**src/rtl/fetch_decode_32_if.sv**
```systemverilog
// Bus bundle for fetch_decode_32: the instruction-memory handshake, the branch redirect,
// and the decoded-issue handshake.
interface fetch_decode_32_if;
  logic        imem_req;
  logic [31:0] imem_addr;
  logic [31:0] imem_data;
  logic        imem_valid;
  logic        branch_taken;
  logic [31:0] branch_target;
  logic        issue_ready;
  logic        out_valid;
  logic [31:0] pc_out;
  logic [4:0]  rd;
  logic [4:0]  rs;
  logic [4:0]  rt;
  logic [15:0] immediate;
  logic [1:0]  alu_control;
  logic        use_immediate;
  logic        reg_write;
  logic        mem_read;
  logic        mem_write;
  logic        err_invalid_instruction;

  modport master (
    output imem_req, imem_addr,
    input  imem_data, imem_valid,
    input  branch_taken, branch_target, issue_ready,
    output out_valid, pc_out, rd, rs, rt, immediate, alu_control,
    output use_immediate, reg_write, mem_read, mem_write, err_invalid_instruction
  );

  modport slave (
    input  imem_req, imem_addr,
    output imem_data, imem_valid,
    output branch_taken, branch_target, issue_ready,
    input  out_valid, pc_out, rd, rs, rt, immediate, alu_control,
    input  use_immediate, reg_write, mem_read, mem_write, err_invalid_instruction
  );
endinterface

```
**src/rtl/fetch_decode_32.sv**
```systemverilog
// PC holder, single-outstanding instruction fetch and MIPS-subset decoder. Presents one
// decoded instruction at a time and squashes fetches made stale by a branch redirect.
module fetch_decode_32 #(
  parameter logic [31:0] RESET_PC = 32'h0000_0000
) (
  input logic               clock,
  input logic               reset_n,
  fetch_decode_32_if.master bus
);

  typedef enum logic [1:0] {StIdle, StFetch, StWait, StIssue} state_e;

  state_e      state_q, state_d;
  logic [31:0] pc_q, pc_d;
  logic [31:0] addr_q, addr_d;
  logic        squash_q, squash_d;
  logic        out_valid_q, out_valid_d;
  logic        capture;
  logic [31:0] redirect_pc;

  logic [31:0] pc_out_q;
  logic [4:0]  rd_q, rs_q, rt_q;
  logic [15:0] imm_q;
  logic [1:0]  alu_q;
  logic        use_imm_q, reg_write_q, mem_read_q, mem_write_q, err_q;

  logic [5:0]  op, funct;
  logic [4:0]  dec_rd;
  logic [1:0]  dec_alu;
  logic        dec_use_imm, dec_reg_write, dec_mem_read, dec_mem_write, dec_err;

  assign op          = bus.imem_data[31:26];
  assign funct       = bus.imem_data[5:0];
  assign redirect_pc = bus.branch_target & ~32'h3;

  // Decode
  always_comb begin
    dec_alu       = 2'b00;
    dec_use_imm   = 1'b0;
    dec_reg_write = 1'b0;
    dec_mem_read  = 1'b0;
    dec_mem_write = 1'b0;
    dec_err       = 1'b0;
    dec_rd        = (op == 6'b000000) ? bus.imem_data[15:11] : bus.imem_data[20:16];
    if (bus.imem_data != 32'h0) begin
      unique case (op)
        6'b000000: begin
          unique case (funct)
            6'b100000: begin dec_alu = 2'b00; dec_reg_write = 1'b1; end
            6'b100010: begin dec_alu = 2'b01; dec_reg_write = 1'b1; end
            6'b100100: begin dec_alu = 2'b10; dec_reg_write = 1'b1; end
            6'b100101: begin dec_alu = 2'b11; dec_reg_write = 1'b1; end
            default:   dec_err = 1'b1;
          endcase
        end
        6'b001000: begin dec_use_imm = 1'b1; dec_reg_write = 1'b1; end
        6'b100011: begin dec_use_imm = 1'b1; dec_reg_write = 1'b1; dec_mem_read = 1'b1; end
        6'b101011: begin dec_use_imm = 1'b1; dec_mem_write = 1'b1; end
        default:   dec_err = 1'b1;
      endcase
    end
  end

  // Next state
  always_comb begin
    state_d     = state_q;
    pc_d        = pc_q;
    squash_d    = squash_q;
    out_valid_d = out_valid_q;
    capture     = 1'b0;
    unique case (state_q)
      StIdle: state_d = StFetch;
      StFetch: begin
        state_d = StWait;
        if (bus.branch_taken) begin
          pc_d     = redirect_pc;
          squash_d = 1'b1;
        end
      end
      StWait: begin
        if (bus.imem_valid) begin
          if (squash_q || bus.branch_taken) begin
            state_d  = StFetch;
            squash_d = 1'b0;
          end else begin
            capture     = 1'b1;
            out_valid_d = 1'b1;
            pc_d        = pc_q + 32'd4;
            state_d     = StIssue;
          end
          if (bus.branch_taken) pc_d = redirect_pc;
        end else if (bus.branch_taken) begin
          // Response for the old address is still due; keep the request up and drop it later
          pc_d     = redirect_pc;
          squash_d = 1'b1;
        end
      end
      StIssue: begin
        if (bus.branch_taken || bus.issue_ready) begin
          out_valid_d = 1'b0;
          state_d     = StFetch;
        end
        if (bus.branch_taken) pc_d = redirect_pc;
      end
      default: state_d = StIdle;
    endcase
    // Fetch address is frozen from FETCH until the response returns
    addr_d = (state_d == StFetch) ? pc_d : addr_q;
  end

  always_ff @(posedge clock or negedge reset_n) begin
    if (!reset_n) begin
      state_q     <= StIdle;
      pc_q        <= RESET_PC;
      addr_q      <= '0;
      squash_q    <= 1'b0;
      out_valid_q <= 1'b0;
      pc_out_q    <= '0;
      rd_q        <= '0;
      rs_q        <= '0;
      rt_q        <= '0;
      imm_q       <= '0;
      alu_q       <= '0;
      use_imm_q   <= 1'b0;
      reg_write_q <= 1'b0;
      mem_read_q  <= 1'b0;
      mem_write_q <= 1'b0;
      err_q       <= 1'b0;
    end else begin
      state_q     <= state_d;
      pc_q        <= pc_d;
      addr_q      <= addr_d;
      squash_q    <= squash_d;
      out_valid_q <= out_valid_d;
      if (capture) begin
        pc_out_q    <= addr_q;
        rd_q        <= dec_rd;
        rs_q        <= bus.imem_data[25:21];
        rt_q        <= bus.imem_data[20:16];
        imm_q       <= bus.imem_data[15:0];
        alu_q       <= dec_alu;
        use_imm_q   <= dec_use_imm;
        reg_write_q <= dec_reg_write;
        mem_read_q  <= dec_mem_read;
        mem_write_q <= dec_mem_write;
        err_q       <= dec_err;
      end
    end
  end

  assign bus.imem_req                = (state_q == StFetch) || (state_q == StWait);
  assign bus.imem_addr               = addr_q;
  assign bus.out_valid               = out_valid_q;
  assign bus.pc_out                  = pc_out_q;
  assign bus.rd                      = rd_q;
  assign bus.rs                      = rs_q;
  assign bus.rt                      = rt_q;
  assign bus.immediate               = imm_q;
  assign bus.alu_control             = alu_q;
  assign bus.use_immediate           = use_imm_q;
  assign bus.reg_write               = reg_write_q;
  assign bus.mem_read                = mem_read_q;
  assign bus.mem_write               = mem_write_q;
  assign bus.err_invalid_instruction = err_q;

endmodule
```
**src/flat_wrapper.sv**
```systemverilog
// flat-port wrapper written by rule: the top's interface ports become plain ports
module fetch_decode_32_flat 
#(
  parameter logic [31:0] RESET_PC = 32'h0000_0000
)
  (clock, reset_n, bus_imem_req, bus_imem_addr, bus_imem_data, bus_imem_valid, bus_branch_taken, bus_branch_target, bus_issue_ready, bus_out_valid, bus_pc_out, bus_rd, bus_rs, bus_rt, bus_immediate, bus_alu_control, bus_use_immediate, bus_reg_write, bus_mem_read, bus_mem_write, bus_err_invalid_instruction);
  fetch_decode_32_if bus_i ();
  input logic clock;
  input logic reset_n;
  output wire logic [$bits(bus_i.imem_req)-1:0] bus_imem_req;
  output wire logic [$bits(bus_i.imem_addr)-1:0] bus_imem_addr;
  input wire logic [$bits(bus_i.imem_data)-1:0] bus_imem_data;
  input wire logic [$bits(bus_i.imem_valid)-1:0] bus_imem_valid;
  input wire logic [$bits(bus_i.branch_taken)-1:0] bus_branch_taken;
  input wire logic [$bits(bus_i.branch_target)-1:0] bus_branch_target;
  input wire logic [$bits(bus_i.issue_ready)-1:0] bus_issue_ready;
  output wire logic [$bits(bus_i.out_valid)-1:0] bus_out_valid;
  output wire logic [$bits(bus_i.pc_out)-1:0] bus_pc_out;
  output wire logic [$bits(bus_i.rd)-1:0] bus_rd;
  output wire logic [$bits(bus_i.rs)-1:0] bus_rs;
  output wire logic [$bits(bus_i.rt)-1:0] bus_rt;
  output wire logic [$bits(bus_i.immediate)-1:0] bus_immediate;
  output wire logic [$bits(bus_i.alu_control)-1:0] bus_alu_control;
  output wire logic [$bits(bus_i.use_immediate)-1:0] bus_use_immediate;
  output wire logic [$bits(bus_i.reg_write)-1:0] bus_reg_write;
  output wire logic [$bits(bus_i.mem_read)-1:0] bus_mem_read;
  output wire logic [$bits(bus_i.mem_write)-1:0] bus_mem_write;
  output wire logic [$bits(bus_i.err_invalid_instruction)-1:0] bus_err_invalid_instruction;
  assign bus_imem_req = bus_i.imem_req;
  assign bus_imem_addr = bus_i.imem_addr;
  assign bus_i.imem_data = bus_imem_data;
  assign bus_i.imem_valid = bus_imem_valid;
  assign bus_i.branch_taken = bus_branch_taken;
  assign bus_i.branch_target = bus_branch_target;
  assign bus_i.issue_ready = bus_issue_ready;
  assign bus_out_valid = bus_i.out_valid;
  assign bus_pc_out = bus_i.pc_out;
  assign bus_rd = bus_i.rd;
  assign bus_rs = bus_i.rs;
  assign bus_rt = bus_i.rt;
  assign bus_immediate = bus_i.immediate;
  assign bus_alu_control = bus_i.alu_control;
  assign bus_use_immediate = bus_i.use_immediate;
  assign bus_reg_write = bus_i.reg_write;
  assign bus_mem_read = bus_i.mem_read;
  assign bus_mem_write = bus_i.mem_write;
  assign bus_err_invalid_instruction = bus_i.err_invalid_instruction;
  fetch_decode_32 #(.RESET_PC(RESET_PC)) u_core (.clock(clock), .reset_n(reset_n), .bus(bus_i));
endmodule
```
**config.mk**
```make
export PLATFORM = sky130hd
export DESIGN_NAME = fetch_decode_32_flat
export DESIGN_NICKNAME = d
export VERILOG_FILES = /design/src/rtl/fetch_decode_32_if.sv /design/src/rtl/fetch_decode_32.sv /design/src/flat_wrapper.sv
export SDC_FILE = /design/constraint.sdc
export NUM_CORES = 1
export LEC_CHECK = 0
export BUFFER_PORTS_ARGS = -buffer_cell sky130_fd_sc_hd__buf_2
export CAP_MARGIN = 20
export CORE_MARGIN = 2
export CORE_UTILIZATION = 53
export DETAILED_ROUTE_END_ITERATION = 7
export MAX_ROUTING_LAYER = met4
export PLACE_DENSITY = 0.83
export SLEW_MARGIN = 10
export SYNTH_ARGS = -nofsm -noshare
export SYNTH_HDL_FRONTEND = slang
export SYNTH_SLANG_ARGS = --single-unit
```
**constraint.sdc**
```tcl
create_clock -name clock -period 2.55 [get_ports clock]
set_input_delay 0.3825 -clock clock [delete_from_list [all_inputs] [get_ports clock]]
set_output_delay 0.3825 -clock clock [all_outputs]
set_load 0.02 [all_outputs]
```
==> impl_results.md <==
* Outcome: complete, no violations
* Ant. Diodes at 0
* PwrDens at 1286 nW/µm²
* Final Power at 10.83 mW
* TritonRoute pass-1 iters at 5
* Maximum clock insertion buffer count at 2
* Total core area at 12,110 µm²
* Sequential element share of the synthesized area at 51.95%
* Placed instance area at 7831 µm²
* Syn nets at 814
* Post-route minimum period at 2.378 ns
* Largest net degree at the start of global routing at 63
* Clock slew at reported path FFs at 0.06 ns
* CP Max Fanout at 9
* H-tree lvl count at 4
* Worst r2r dst: u_core.bus.imem_addr[31]$_DFFE_PN0N_
* Initial core utilization at 54.89%
* Max transition margin at 57.22%
* Period utilization at 93.27%
* Grt ovf at 0
* Number of synthesized flops with an enable pin at 0
* Worst setup endpoint: u_core.bus.imem_addr[31]$_DFFE_PN0N_
* Vias/cell at 5.792
* DRC Markers at 0
* Final Max Tran Viols at 0
* Worst Path Required at 2.88 ns
* Share of layout cells above drive strength 1 at 27.55%
* Multi-input gate area at 3008 µm²
* RR Startpoint: u_core.state_q[0]$_DFF_PN0_
* Clock Skew at 0.005341 ns
* CP startpoint kind: flip-flop
* Worst Reg-to-Reg Cells at 8
* Sequential Area at 3453 µm²
* DR WL/cell at 16.79 µm
* CP Launch Point: u_core.state_q[0]$_DFF_PN0_
* Most common cell after layout, fill and taps aside: nand2_1
* Die Width at 116.0 µm
* R2R Setup Slk at 0.17 ns
* GRT Resource Usage Total at 28.90%
* CP Class: reg2reg
* Yosys reg bits at 138
* Syn Std Cell Area at 6648 µm²
* Number of port buffers at 170
* CTS tree: built
* Crit end category: flip-flop
* Vias in the first global route at 5,819
* Slew @ Worst Pin at 0.6358 ns
* Peak supply drop at 0.6432 mV
* Commonest cells after routing, fill and taps aside: 232 x nand2_1, 169 x buf_2, 138 x dfrtp_1
* Syn Inst Count at 740
* Leakage at 4.312 nW
* Worst Path Arrival at 2.71 ns
* Final net count at 997
* Final instance area at 8424 µm²
* Fill cells at 950
* RSZ-0062 raised after global routing: no
* DP HPWL at 13,100 µm
* Final Hold Viols at 0
* Endpoints failing setup at 0
* I/O pins at 173
* F_max at 0.4204 GHz
* HP Class: in2reg
* DIE AREA at 13,450 µm²
* Via count at 6,377
* Avg Cell Area, Syn at 8.983 µm²
* CTS buffer count at 17
* Clock Sinks at 138
* Die height at 116.0 µm
* Top_reg_cell synth: dfrtp_1
* Max cap viols at 0
* Asr flop ratio synth at 100.0%
* Root Driver: clkbuf_16
* Cell variety after synth at 62
* Worst-Skew Late Latency at 0.41 ns
* Initial drt markers at 752
* Worst-case hold slack at 0.1769 ns
* Post-place setup slack at 0.1829 ns
* Initial antenna violation count at 0
* Fin Setup TNS at 0 ns
* Final worst slack at 0.1716 ns
* Site row count at 40
* First-pass GRT wire length at 29,250 µm
* GPL Wtd Cong at 0.9733
* ANT nets after route at 0
* YS warnings at 0
* WL final at 18,480 µm
* P&R area growth vs syn at 26.73%
## cell usage after synthesis (all sizes together) (2+ instances only)
| cell | number | area (µm²) |
|---|---|---|
| nand4bb | 2 | 22.52 |
| a31oi | 21 | 131.4 |
| nor3 | 14 | 75.07 |
| nor3b | 2 | 15.01 |
| and3 | 8 | 50.05 |
| nor4 | 15 | 108.9 |
| or2 | 2 | 12.51 |
| nor2b | 6 | 37.54 |
| a211oi | 5 | 37.54 |
| inv | 8 | 30.03 |
| ha | 5 | 62.56 |
| a211o | 4 | 35.03 |
| a41oi | 6 | 52.55 |
| o21ai | 32 | 160.2 |
| o211ai | 6 | 45.04 |
| a21oi | 32 | 160.2 |
| buf | 10 | 47.55 |
| nand2b | 8 | 50.05 |
| mux2i | 7 | 70.07 |
| o311ai | 3 | 26.28 |
| nand2 | 233 | 874.6 |
| or4 | 5 | 37.54 |
| o41ai | 3 | 45.05 |
| clkbuf | 32 | 120.1 |
| a32oi | 2 | 17.52 |
| mux2 | 14 | 157.7 |
| a2bb2oi | 2 | 17.52 |
| and2 | 10 | 62.56 |
| o32a | 2 | 20.02 |
| dfrtp | 138 | 3453 |
| nor4bb | 2 | 20.02 |
| a311oi | 3 | 26.28 |
| o22ai | 3 | 18.77 |
| xor2 | 2 | 17.52 |
| o31ai | 3 | 22.52 |
| nand3b | 2 | 15.01 |
| nand4 | 11 | 68.82 |
| or3 | 5 | 31.28 |
| o21a | 4 | 30.03 |
| nor2 | 32 | 122.6 |
| nand3 | 20 | 100.1 |
## kinds of logic after synthesis
group	share of synthesized area, %
mux	3.426
buf+inv	3.030
fa+ha+maj	0.9411
compound gates	14.36
flops	51.95
xor+xnor	0.2636
simple gates	26.03
## flip-flops by register name (all words and copies together), names as in the netlist, 2 cells and up
name and cells:
u_core.bus.alu_control 2, u_core.bus.imem_addr 32, u_core.bus.immediate 16, u_core.bus.pc_out 32, u_core.bus.rd 5, u_core.bus.rs 5
u_core.bus.rt 5, u_core.pc_q 32, u_core.state_q 2
## worst min path at each step
stage / start / endpoint / slack [ns] / depth (start not counted)
2_1_floorplan: reset_n / u_core.bus.alu_control[0]$_DFFE_PN0P_ / 0.09 / 0
3_3_place_gp: reset_n / u_core.bus.pc_out[11]$_DFFE_PN0P_ / 0.37 / 1
3_5_place_dp: reset_n / u_core.bus.pc_out[11]$_DFFE_PN0P_ / 0.37 / 1
4_1_cts: bus_imem_data[23] / u_core.bus.rs[2]$_DFFE_PN0P_ / 0.17 / 3
5_1_grt: bus_imem_data[23] / u_core.bus.rs[2]$_DFFE_PN0P_ / 0.18 / 3
6_report: bus_imem_data[23] / u_core.bus.rs[2]$_DFFE_PN0P_ / 0.18 / 3
## power by group
part	internal [mW]	total, mW	leakage, nW	switching (mW)
Sequential	3.11	3.79	1.79	0.683
Clock	1.52	2.40	0.276	0.878
Combinational	1.69	4.65	2.25	2.96
Total	6.32	10.8	4.31	4.52
## repair_timing
| action | CTS | global route |
|---|---|---|
| endpoints found under the setup margin | 0 | 4 |
| hold buffers | 1 | 0 |
| hold endpoints to repair | 50 | 0 |
| buffers inserted | 0 | 0 |
| resized for setup | 0 | 3 |
## routing by layer
metal,part of all wire (%),global-route usage [%],wire (µm)
met1,43,38.58,7964
met3,6.8,5.596,1266
met5,0,-,0
met2,48,45.42,8918
met4,1.8,8.333,332
## worst max-delay path, cell delays in order (launching register included)
cell and delay, ns:
dfrtp_1 0.42, inv_1 0.10, ha_1 0.31, buf_4 0.20, nor4bb_2 0.37, buf_4 0.24, nand2_1 0.09, o41a_1 0.39
a31oi_1 0.18
## metrics by stage
| stage | util [%] | instances |
|---|---|---|
| floorplan | - | 740 |
| global placement | 64.66 | 1071 |
| detailed placement | 64.66 | 1071 |
| CTS | 69.50 | 1101 |
| global route | 69.56 | 1101 |
| finish | 69.56 | 1101 |
## cell type report
type	count	area share (%)
tap	168	2.495
clock inverter	7	1.099
inverter	9	0.4010
multi-input combinational	551	35.70
timing repair buffer	206	13.56
clock buffer	22	5.748
sequential	138	40.99
Power figures use the tool's default switching activity.
